`src/rtl/bcd_sub_serial_pkg.sv`:
```
// Shared types and constants for the serial BCD subtractor.
package bcd_sub_serial_pkg;

   localparam int BCD_RADIX = 10;
   localparam int DIGIT_W   = 4;

   typedef enum logic [1:0] {
      IDLE = 2'd0,
      RUN  = 2'd1,
      DONE = 2'd2
   } state_t;

endpackage

```
`src/rtl/bcd_sub_digit.sv`:
```
// Single-digit BCD subtractor with borrow; flags non-BCD operand digits.
module bcd_sub_digit
   import bcd_sub_serial_pkg::*;
(
   input  logic [DIGIT_W-1:0] x,
   input  logic [DIGIT_W-1:0] y,
   input  logic               bin,
   output logic [DIGIT_W-1:0] digit,
   output logic               bout,
   output logic               invalid
);

   // Two extra bits hold the full signed range of x - y - bin for 4-bit inputs.
   logic signed [DIGIT_W+1:0] t;

   // NOTE: combinational blocks use blocking '=' so t is read after it is computed.
   always_comb begin
      t = $signed({2'b00, x}) - $signed({2'b00, y}) - $signed({{(DIGIT_W+1){1'b0}}, bin});
      if (t < 0) begin
         digit = DIGIT_W'(t + (DIGIT_W+2)'(BCD_RADIX));
         bout  = 1'b1;
      end else begin
         digit = DIGIT_W'(t);
         bout  = 1'b0;
      end
      invalid = (x > DIGIT_W'(BCD_RADIX-1)) || (y > DIGIT_W'(BCD_RADIX-1));
   end

endmodule

```
`src/rtl/bcd_sub_serial.sv`:
```
// Digit-serial packed-BCD subtractor: one digit per RUN cycle, LSD first,
// result registered once on entry to DONE.
module bcd_sub_serial
   import bcd_sub_serial_pkg::*;
#(
   parameter int NDIG = 4
) (
   input  logic                    clk,
   input  logic                    rst,
   input  logic                    start,
   input  logic [DIGIT_W*NDIG-1:0] a,
   input  logic [DIGIT_W*NDIG-1:0] b,
   input  logic                    bin,
   output logic                    busy,
   output logic                    done,
   output logic [DIGIT_W*NDIG-1:0] diff,
   output logic                    bout,
   output logic                    err
);

   localparam int W  = DIGIT_W * NDIG;
   localparam int IW = (NDIG > 1) ? $clog2(NDIG) : 1;

   state_t          state_q, state_d;
   logic [IW-1:0]   idx_q;
   logic [W-1:0]    a_q, b_q, acc_q, acc_next;
   logic            borrow_q, inv_q;
   logic [DIGIT_W-1:0] x, y, dig;
   logic            dig_bout, dig_inv, last;

   assign x    = a_q[idx_q*DIGIT_W +: DIGIT_W];
   assign y    = b_q[idx_q*DIGIT_W +: DIGIT_W];
   assign last = (idx_q == IW'(NDIG-1));

   // Newest digit enters at the top so digit 0 lands in [3:0] after NDIG shifts.
   assign acc_next = (acc_q >> DIGIT_W) | (W'(dig) << (W - DIGIT_W));

   bcd_sub_digit u_digit (
      .x       (x),
      .y       (y),
      .bin     (borrow_q),
      .digit   (dig),
      .bout    (dig_bout),
      .invalid (dig_inv)
   );

   // NOTE: every output of this block gets a default first so no latch is inferred.
   always_comb begin
      state_d = state_q;
      case (state_q)
         IDLE:    if (start) state_d = RUN;
         RUN:     if (last)  state_d = DONE;
         DONE:    state_d = IDLE;
         default: state_d = IDLE;
      endcase
   end

   assign busy = (state_q == RUN);
   assign done = (state_q == DONE);

   // NOTE: sequential state uses non-blocking '<=' so all registers update together.
   always_ff @(posedge clk) begin
      if (rst) begin
         state_q  <= IDLE;
         idx_q    <= '0;
         a_q      <= '0;
         b_q      <= '0;
         acc_q    <= '0;
         borrow_q <= 1'b0;
         inv_q    <= 1'b0;
         diff     <= '0;
         bout     <= 1'b0;
         err      <= 1'b0;
      end else begin
         state_q <= state_d;
         case (state_q)
            IDLE: begin
               if (start) begin
                  a_q      <= a;
                  b_q      <= b;
                  borrow_q <= bin;
                  idx_q    <= '0;
                  acc_q    <= '0;
                  inv_q    <= 1'b0;
               end
            end
            RUN: begin
               acc_q    <= acc_next;
               borrow_q <= dig_bout;
               inv_q    <= inv_q | dig_inv;
               if (last) begin
                  // An invalid digit anywhere in the operation zeroes the result.
                  err  <= inv_q | dig_inv;
                  diff <= (inv_q | dig_inv) ? '0 : acc_next;
                  bout <= (inv_q | dig_inv) ? 1'b0 : dig_bout;
               end else begin
                  idx_q <= idx_q + 1'b1;
               end
            end
            default: ;
         endcase
      end
   end

endmodule

```
`config.mk`:
```
export PLATFORM = sky130hd
export DESIGN_NAME = bcd_sub_serial
export DESIGN_NICKNAME = d
export VERILOG_FILES = /design/src/rtl/bcd_sub_serial_pkg.sv /design/src/rtl/bcd_sub_digit.sv /design/src/rtl/bcd_sub_serial.sv
export SDC_FILE = /design/constraint.sdc
export NUM_CORES = 1
export LEC_CHECK = 0
export CORE_AREA = 5 5 83 85
export DETAILED_ROUTE_END_ITERATION = 10
export DIE_AREA = 0 0 88 90
export GPL_TIMING_DRIVEN = 0
export HOLD_SLACK_MARGIN = 0.15
export PLACE_DENSITY_LB_ADDON = 0.12
export SYNTH_ARGS = -nofsm -noshare
export SYNTH_HDL_FRONTEND = slang
export SYNTH_HIERARCHICAL = 1
export SYNTH_SLANG_ARGS = --single-unit
```
`constraint.sdc`:
```
create_clock -name clk -period 9.8 [get_ports clk]
set_clock_uncertainty 0.2 [all_clocks]
set_input_delay 1.47 -clock clk [delete_from_list [all_inputs] [get_ports clk]]
set_output_delay 1.47 -clock clk [all_outputs]
set_load 0.01 [all_outputs]
```
==> results by group, run 1 <==
Status
  – Status: completed

STA
  – Fin. Hold Viols: 0
  – Final Max Slew Viols: 0
  – Crit share post-route: 0.362
  – Final number of setup-violating endpoints: 0
  – F_max: ~0.28 GHz
  – Sum Neg Setup Slack: 0 ns
  – RSZ-0062 raised after global routing: false
  – Slew headroom: 0.636
  – Setup ws final: roughly 6.3 ns
  – Min Tclk post-route: approximately 3.5 ns
  – Worst Max-Slew Pin Slew: between 0.5 and 0.6 ns
  – Hold_ws: between 0.2 and 0.3 ns

Place
  – # port buffers: 54
  – Dpl ws: 6.25 ns
  – HPWL Detailed: 4.94 mm
  – Placer Congestion: roughly 0.82

Die
  – Starting Density: 0.482
  – Core Region: slightly above 6000 um2
  – I/O pin count: 56
  – Num rows: 29
  – Die Footprint: around 8000 um2
  – Die Span Y: about 90 um
  – Die Span X: approximately 90 um

Synth
  – Synthesized flop and latch total: just under 70
  – Ys Warns: 6
  – Avg Inst Size Synth: roughly 9.3 um2
  – Synth cell count leaders: 79 x nand2_1, 68 x dfxtp_1, 51 x a21oi_1, 15 x a22o_1, 14 x nand3_1
  – Number of flops mapped to enable cells by yosys: 0
  – Most common cell in the netlist: nand2_1
  – Yosys top cell area share: 0.460
  – Biggest area consumer among synthesized cells: dfxtp_1
  – Asr flop ratio synth: 0
  – Mapped Cells: 318
  – Sequential cell area fraction in the yosys report: 0.460
  – Synth unique cells: between 40 and 50
  – Mapped Area: slightly below 3000 um2
  – Top_reg_cell synth: dfxtp_1
  – Largest cells by area after synthesis: dfxtp_1 46%, nand2_1 10%, a21oi_1 8.6%
  – Synth Net Count: between 300 and 400

CTS
  – CTS tree: yes
  – CTS Sinks: 68
  – Inserted Clock Buffers: 9
  – Htree depth: 3
  – Clk slew on worst S/H paths: approximately 0.070 ns
  – Clk root buf: clkbuf_8
  – CTS Hold Bufs: 0
  – Worst skew pair latency: 0.34 ns
  – # resized after CTS: 0
  – Post-CTS Setup Bufs: 0
  – Worst-case clock buffer depth: 2

Cells and area
  – # nets final: 428
  – Area grow syn2layout: 26.9%
  – Fillers: 563
  – Share of layout cells above drive strength 1: 0.124
  – Area of the multi-input gates: 1410 um2
  – Diodes inserted: 0
  – Flip-flop and latch area: between 1000 and 1500 um2

Power and ir drop
  – Clock power frac: 0.321
  – NetSw: approximately 0.00017 W
  – Power Density: 163 nW/um2
  – Combinational share of power: 0.196
  – Worst VDD drop: around 0.086 mV
  – Pint: 0.000442 W
  – Part of the power in registers: 0.483
  – Sw Ratio: 0.278
  – Static leakage: 1.42 nW

Critical path
  – CP startpoint: idx_q[0]
  – Critical path class: flip-flop to flip-flop
  – Slowest CP cell: mux4_2
  – Worst path required time: slightly below 10 ns
  – Crit-path max cell delay: about 0.55 ns
  – CP Cell Sequence: buf_2 -> mux4_2 -> inv_1 -> ha_1 -> fa_1 -> ha_1 -> xnor2_1 -> ha_1 -> nor3_1 -> a21oi_1 -> mux2i_1 -> nand2_1 -> a21oi_1
  – Worst EP arrival: 3.61 ns
  – Critical Path Most Common Cell: ha_1
  – Critical path peak fanout: 10
  – CP startpoint kind: flip-flop
  – Reg-to-reg startpoint: idx_q[0]
  – Critical Path Sink Type: flip-flop

Global route
  – First-pass GRT wire length: ~11 mm
  – Initial antenna violation count: 0
  – Grt ovf: 0
  – Vias in the first global route: between 2k and 2.5k
  – Largest net degree at the start of global routing: 11
  – GRT Overall Usage: 0.179

Drt
  – DRC viols: 0
  – Via count: between 2k and 2.5k
  – First-pass iteration count of the detailed router: 4
  – Routed WL per cell: between 10 and 15 um
  – Detailed Route WL: 6.74 mm
  – Vias per inst: between 5 and 6
  – Initial DRC count: approximately 120
  – Number of antenna-violating nets in the routed design: 0

Hold path
  – HP Class: flip-flop to flip-flop
  – Hold path start: a_q[1]

Run
  – Max_cap viols: 0
## cell usage in the layout (no fill, tap or decap), drive strengths merged, types with 2 or more instances in the layout
cell type | synthesis | routed
a21oi | 54 | 54
a22o | 15 | 15
and2b | 2 | 2
buf | 18 | 18
clkbuf | 5 | 17
clkdlybuf4s50 | 0 | 54
dfxtp | 68 | 68
ha | 8 | 8
inv | 8 | 8
mux4 | 8 | 8
nand2 | 80 | 80
nand2b | 2 | 2
nand3 | 14 | 14
nand3b | 2 | 2
nand4 | 2 | 2
nor2 | 6 | 6
nor3 | 2 | 2
o211ai | 3 | 3
o21ai | 4 | 4
xnor2 | 3 | 3
## power groups by stage
stage | logic [W] | clock network, W | registers [W]
floorplan | 0.0000867 | 0 | 0.000300
global placement | 0.000119 | 0 | 0.000302
detailed placement | 0.000121 | 0 | 0.000302
CTS | 0.000121 | 0.000201 | 0.000296
global route | 0.000135 | 0.000207 | 0.000298
finish | 0.000120 | 0.000197 | 0.000296
## final cells by class
| type | instances | share of cell area |
|---|---|---|
| repair buffers | 54 | 0.144 |
| flip-flops and latches | 68 | 0.363 |
| inverters | 8 | 0.00934 |
| clock inverters | 2 | 0.00334 |
| plain buffers | 23 | 0.0394 |
| clock buffers | 12 | 0.0387 |
| well taps | 77 | 0.0257 |
| multi-input cells | 219 | 0.377 |
## through the flow
step / power (W) / instance area, um2 / cells / util
6_report: 0.000613 / 3750 / 463 / 0.612
5_1_grt: 0.000639 / 3750 / 463 / 0.612
4_1_cts: 0.000618 / 3750 / 463 / 0.612
3_5_place_dp: 0.000423 / 3590 / 449 / 0.586
3_3_place_gp: 0.000421 / 3590 / 449 / 0.586
2_1_floorplan: 0.000387 / 2960 / 318 / -
## worst paths after layout
path	endpoint	slack [ns]	cells past startpoint
setup reg to reg	acc_q[15]	6.25	13
hold / removal	a_q[1]	0.26	2
hold reg to reg	a_q[1]	0.26	2
setup / recovery	acc_q[15]	6.25	13
## worst max-delay path, delay by kind of cell, from the launching register on
kind            cells  cell delay [ns]
fa+ha+maj           4             1.11
simple gates        2             0.34
buf+inv             2             0.40
flops               1             0.34
compound gates      2             0.19
mux                 2             0.77
xor+xnor            1             0.15
## metal layers
metal  share of wire  vias up  routed length [um]  global-route usage
li1                -     1226                   -                   -
met1            0.49     1136                3310               0.254
met5               0        -                   0                   0
met2            0.46       42                3100               0.267
met4           0.016        0                 106              0.0729
met3           0.034       10                 231              0.0302
## registers in the layout, summed over array words and instances (netlist names)
register,flops
err,1
state_q,2
acc_q,12
inv_q,1
idx_q,2
bout,1
borrow_q,1
b_q,16
diff,16
a_q,16
## cell families (layout without fill, tap and decap cells)
logic type / count (synthesis) / count (layout) / synth area share
adders and majority gates: 9 / 9 / 0.0406
xor gates and xnor gates: 4 / 4 / 0.0119
buffers and inverters: 31 / 99 / 0.0618
and+or+nand+nor: 117 / 117 / 0.187
muxes: 10 / 10 / 0.0694
DFF: 68 / 68 / 0.460
AOI/OAI and AO/OA: 79 / 79 / 0.169
(Power assumes the default switching activity.)
==> run 2, diff against run 1 <==
Settings changed: CORE_AREA 5 5 83 85 to 5 5 87 89, DIE_AREA 0 0 88 90 to 0 0 92 94.
Clock period 9.8 ns to 3.1 ns, I/O delays scaled along.
==> run 2 against run 1 <==
  * The run now ends with setup timing left
  * Highest routed layer unchanged
  * First-iteration DRC count rose by 27%
  * Register-to-register slack lost 6.3 ns
  * Core utilization decreased by 1.6 points
  * Critical path depth shrank 1
==> results by group, run 2 (same netlist as run 1, synthesis figures left out) <==
Status
  – Status: finished with violations
  – Failing checks: setup timing

Critical path
  – Crit-path max cell delay: slightly above 0.5 ns
  – CP Cell Sequence: buf_6 -> mux4_2 -> inv_2 -> ha_4 -> fa_2 -> ha_4 -> xnor2_4 -> ha_4 -> nor3_4 -> nand2b_4 -> mux2i_4 -> a22o_1
  – Buf/Inv on CP: 2
  – Worst EP arrival: between 3 and 4 ns
  – Worst path required time: around 3.1 ns
  – Crit-path leading delay family: adder cells
  – Register-to-register setup slack: -0.05 ns
  – Slowest CP cell: mux4_2
  – Critical path class: flip-flop to flip-flop
  – Critical Path Sink Type: flip-flop
  – CP startpoint kind: flip-flop
  – Critical path peak fanout: 5
  – Critical Path Most Common Cell: ha_4

CTS
  – CTS tree: yes
  – Inserted Clock Buffers: 9
  – Worst-case clock buffer depth: 2
  – Htree depth: 3
  – Clk slew on worst S/H paths: 0.07 ns
  – CTS Sinks: between 60 and 70
  – CTS Hold Bufs: 0
  – Worst skew pair latency: approximately 0.33 ns
  – Clk root buf: clkbuf_8

Cells and area
  – Biggest regs: a_q x16, b_q x16, diff x16
  – Commonest cells after routing, fill and taps aside: 78 x nand2_1, 67 x dfxtp_1, 54 x clkdlybuf4s50_1, 49 x a21oi_1, 15 x a22o_1
  – Diodes inserted: 0
  – Most common cell after layout, fill and taps aside: nand2_1
  – # nets final: 440
  – Fin area: ~4000 um2
  – Share of layout cells above drive strength 1: 0.196
  – Area grow syn2layout: 34.6%

Die
  – I/O pin count: 56
  – Die Span Y: 94 um
  – Die Span X: 92 um
  – Die Footprint: just under 9000 um2
  – Num rows: 30
  – Core Region: about 6700 um2
  – Starting Density: 0.443

Drt
  – Number of antenna-violating nets in the routed design: 0
  – First-pass iteration count of the detailed router: 4
  – Detailed Route WL: approximately 7.1 mm
  – Via count: between 2k and 2.5k
  – Vias per inst: 5.23
  – Routed WL per cell: between 10 and 15 um
  – DRC viols: 0
  – Initial DRC count: 156

Power and ir drop
  – Power Density: 531 nW/um2
  – Static leakage: 1.51 nW
  – Worst VDD drop: between 0.2 and 0.25 mV

STA
  – Final Max Slew Viols: 0
  – Setup ws final: -0.0541 ns
  – Crit share post-route: 1.02
  – Min Tclk post-route: between 3 and 4 ns
  – F_max: approximately 0.32 GHz
  – RSZ-0062 raised after global routing: true
  – Fin. Hold Viols: 0
  – Final number of setup-violating endpoints: 3
  – Worst Max-Slew Pin Slew: 0.579 ns
  – Hold_ws: around 0.25 ns
  – Slew headroom: 0.614

Place
  – DP Area: 3610 um2
  – HPWL Detailed: slightly above 5 mm
  – # port buffers: 54
  – Dpl ws: -0.407 ns
  – Placer Congestion: 0.849

Global route
  – Initial antenna violation count: 0
  – Grt ovf: 0
  – Largest net degree at the start of global routing: 11
  – Vias in the first global route: 2455
  – First-pass GRT wire length: 12.0 mm
  – GRT Overall Usage: 0.176

Run
  – Max_cap viols: 0

Hold path
  – HP Class: flip-flop to flip-flop
-- run 2: changes by cell type in the layout (fill, tap and decap cells not counted), sizes merged --
cell / delta
clkbuf: -1
buf: +12
-- run 2: per-layer routing --
| layer | share of wire | GRT usage | up-vias |
|---|---|---|---|
| met3 | 0.041 | 0.0361 | 10 |
| met1 | 0.49 | 0.238 | 1183 |
| met4 | 0.014 | 0.0705 | 0 |
| met2 | 0.46 | 0.276 | 45 |
| met5 | 0 | 0 | - |
| li1 | - | - | 1256 |
-- run 2: power breakdown --
part | switching, W | internal, W
Clock | 0.000316 | 0.000319
Combinational | 0.000260 | 0.000283
Sequential | 0.0000232 | 0.000913
Total | 0.000599 | 0.00151
-- run 2: through the flow --
stage	total power, W	util	TNS [ns]	instances
after floorplan	0.00123	-	-0.00305	318
after global placement	0.00134	0.541	-1.21	452
final	0.00211	0.596	-0.0727	477
after global routing	0.00222	0.596	-0.336	477
after CTS	0.00209	0.591	-0.0233	474
after detailed placement	0.00135	0.541	-1.50	452
-- run 2: repair_timing --
| action | in CTS | in global routing |
|---|---|---|
| gates resized for setup | 20 | 3 |
| endpoints found under the setup margin | 7 | 5 |
| gates cloned | 1 | 0 |
| pin swaps | 11 | 3 |
| buffers inserted | 8 | 3 |
-- run 2: final cells by class --
cell class	instances	area, um2
Clock inverter	2	12.5
Multi-Input combinational cell	219	1530
Sequential cell	68	1360
Inverter	8	35.0
Timing Repair Buffer	66	632
Buffer	23	155
Clock buffer	11	151
Tap cell	80	100
Fill cell	593	2700
-- run 2: final timing paths --
check                start  cells past startpoint       end
hold / removal      a_q[2]                      2    a_q[2]
setup reg to reg  idx_q[0]                     12  diff[15]
setup / recovery  idx_q[0]                     12  diff[15]
hold reg to reg     a_q[2]                      2    a_q[2]
-- run 2: worst min-delay path: stages (launching register included) --
cell and delay [ns]:
dfxtp_1 0.31, nand2_1 0.05, a21oi_1 0.05
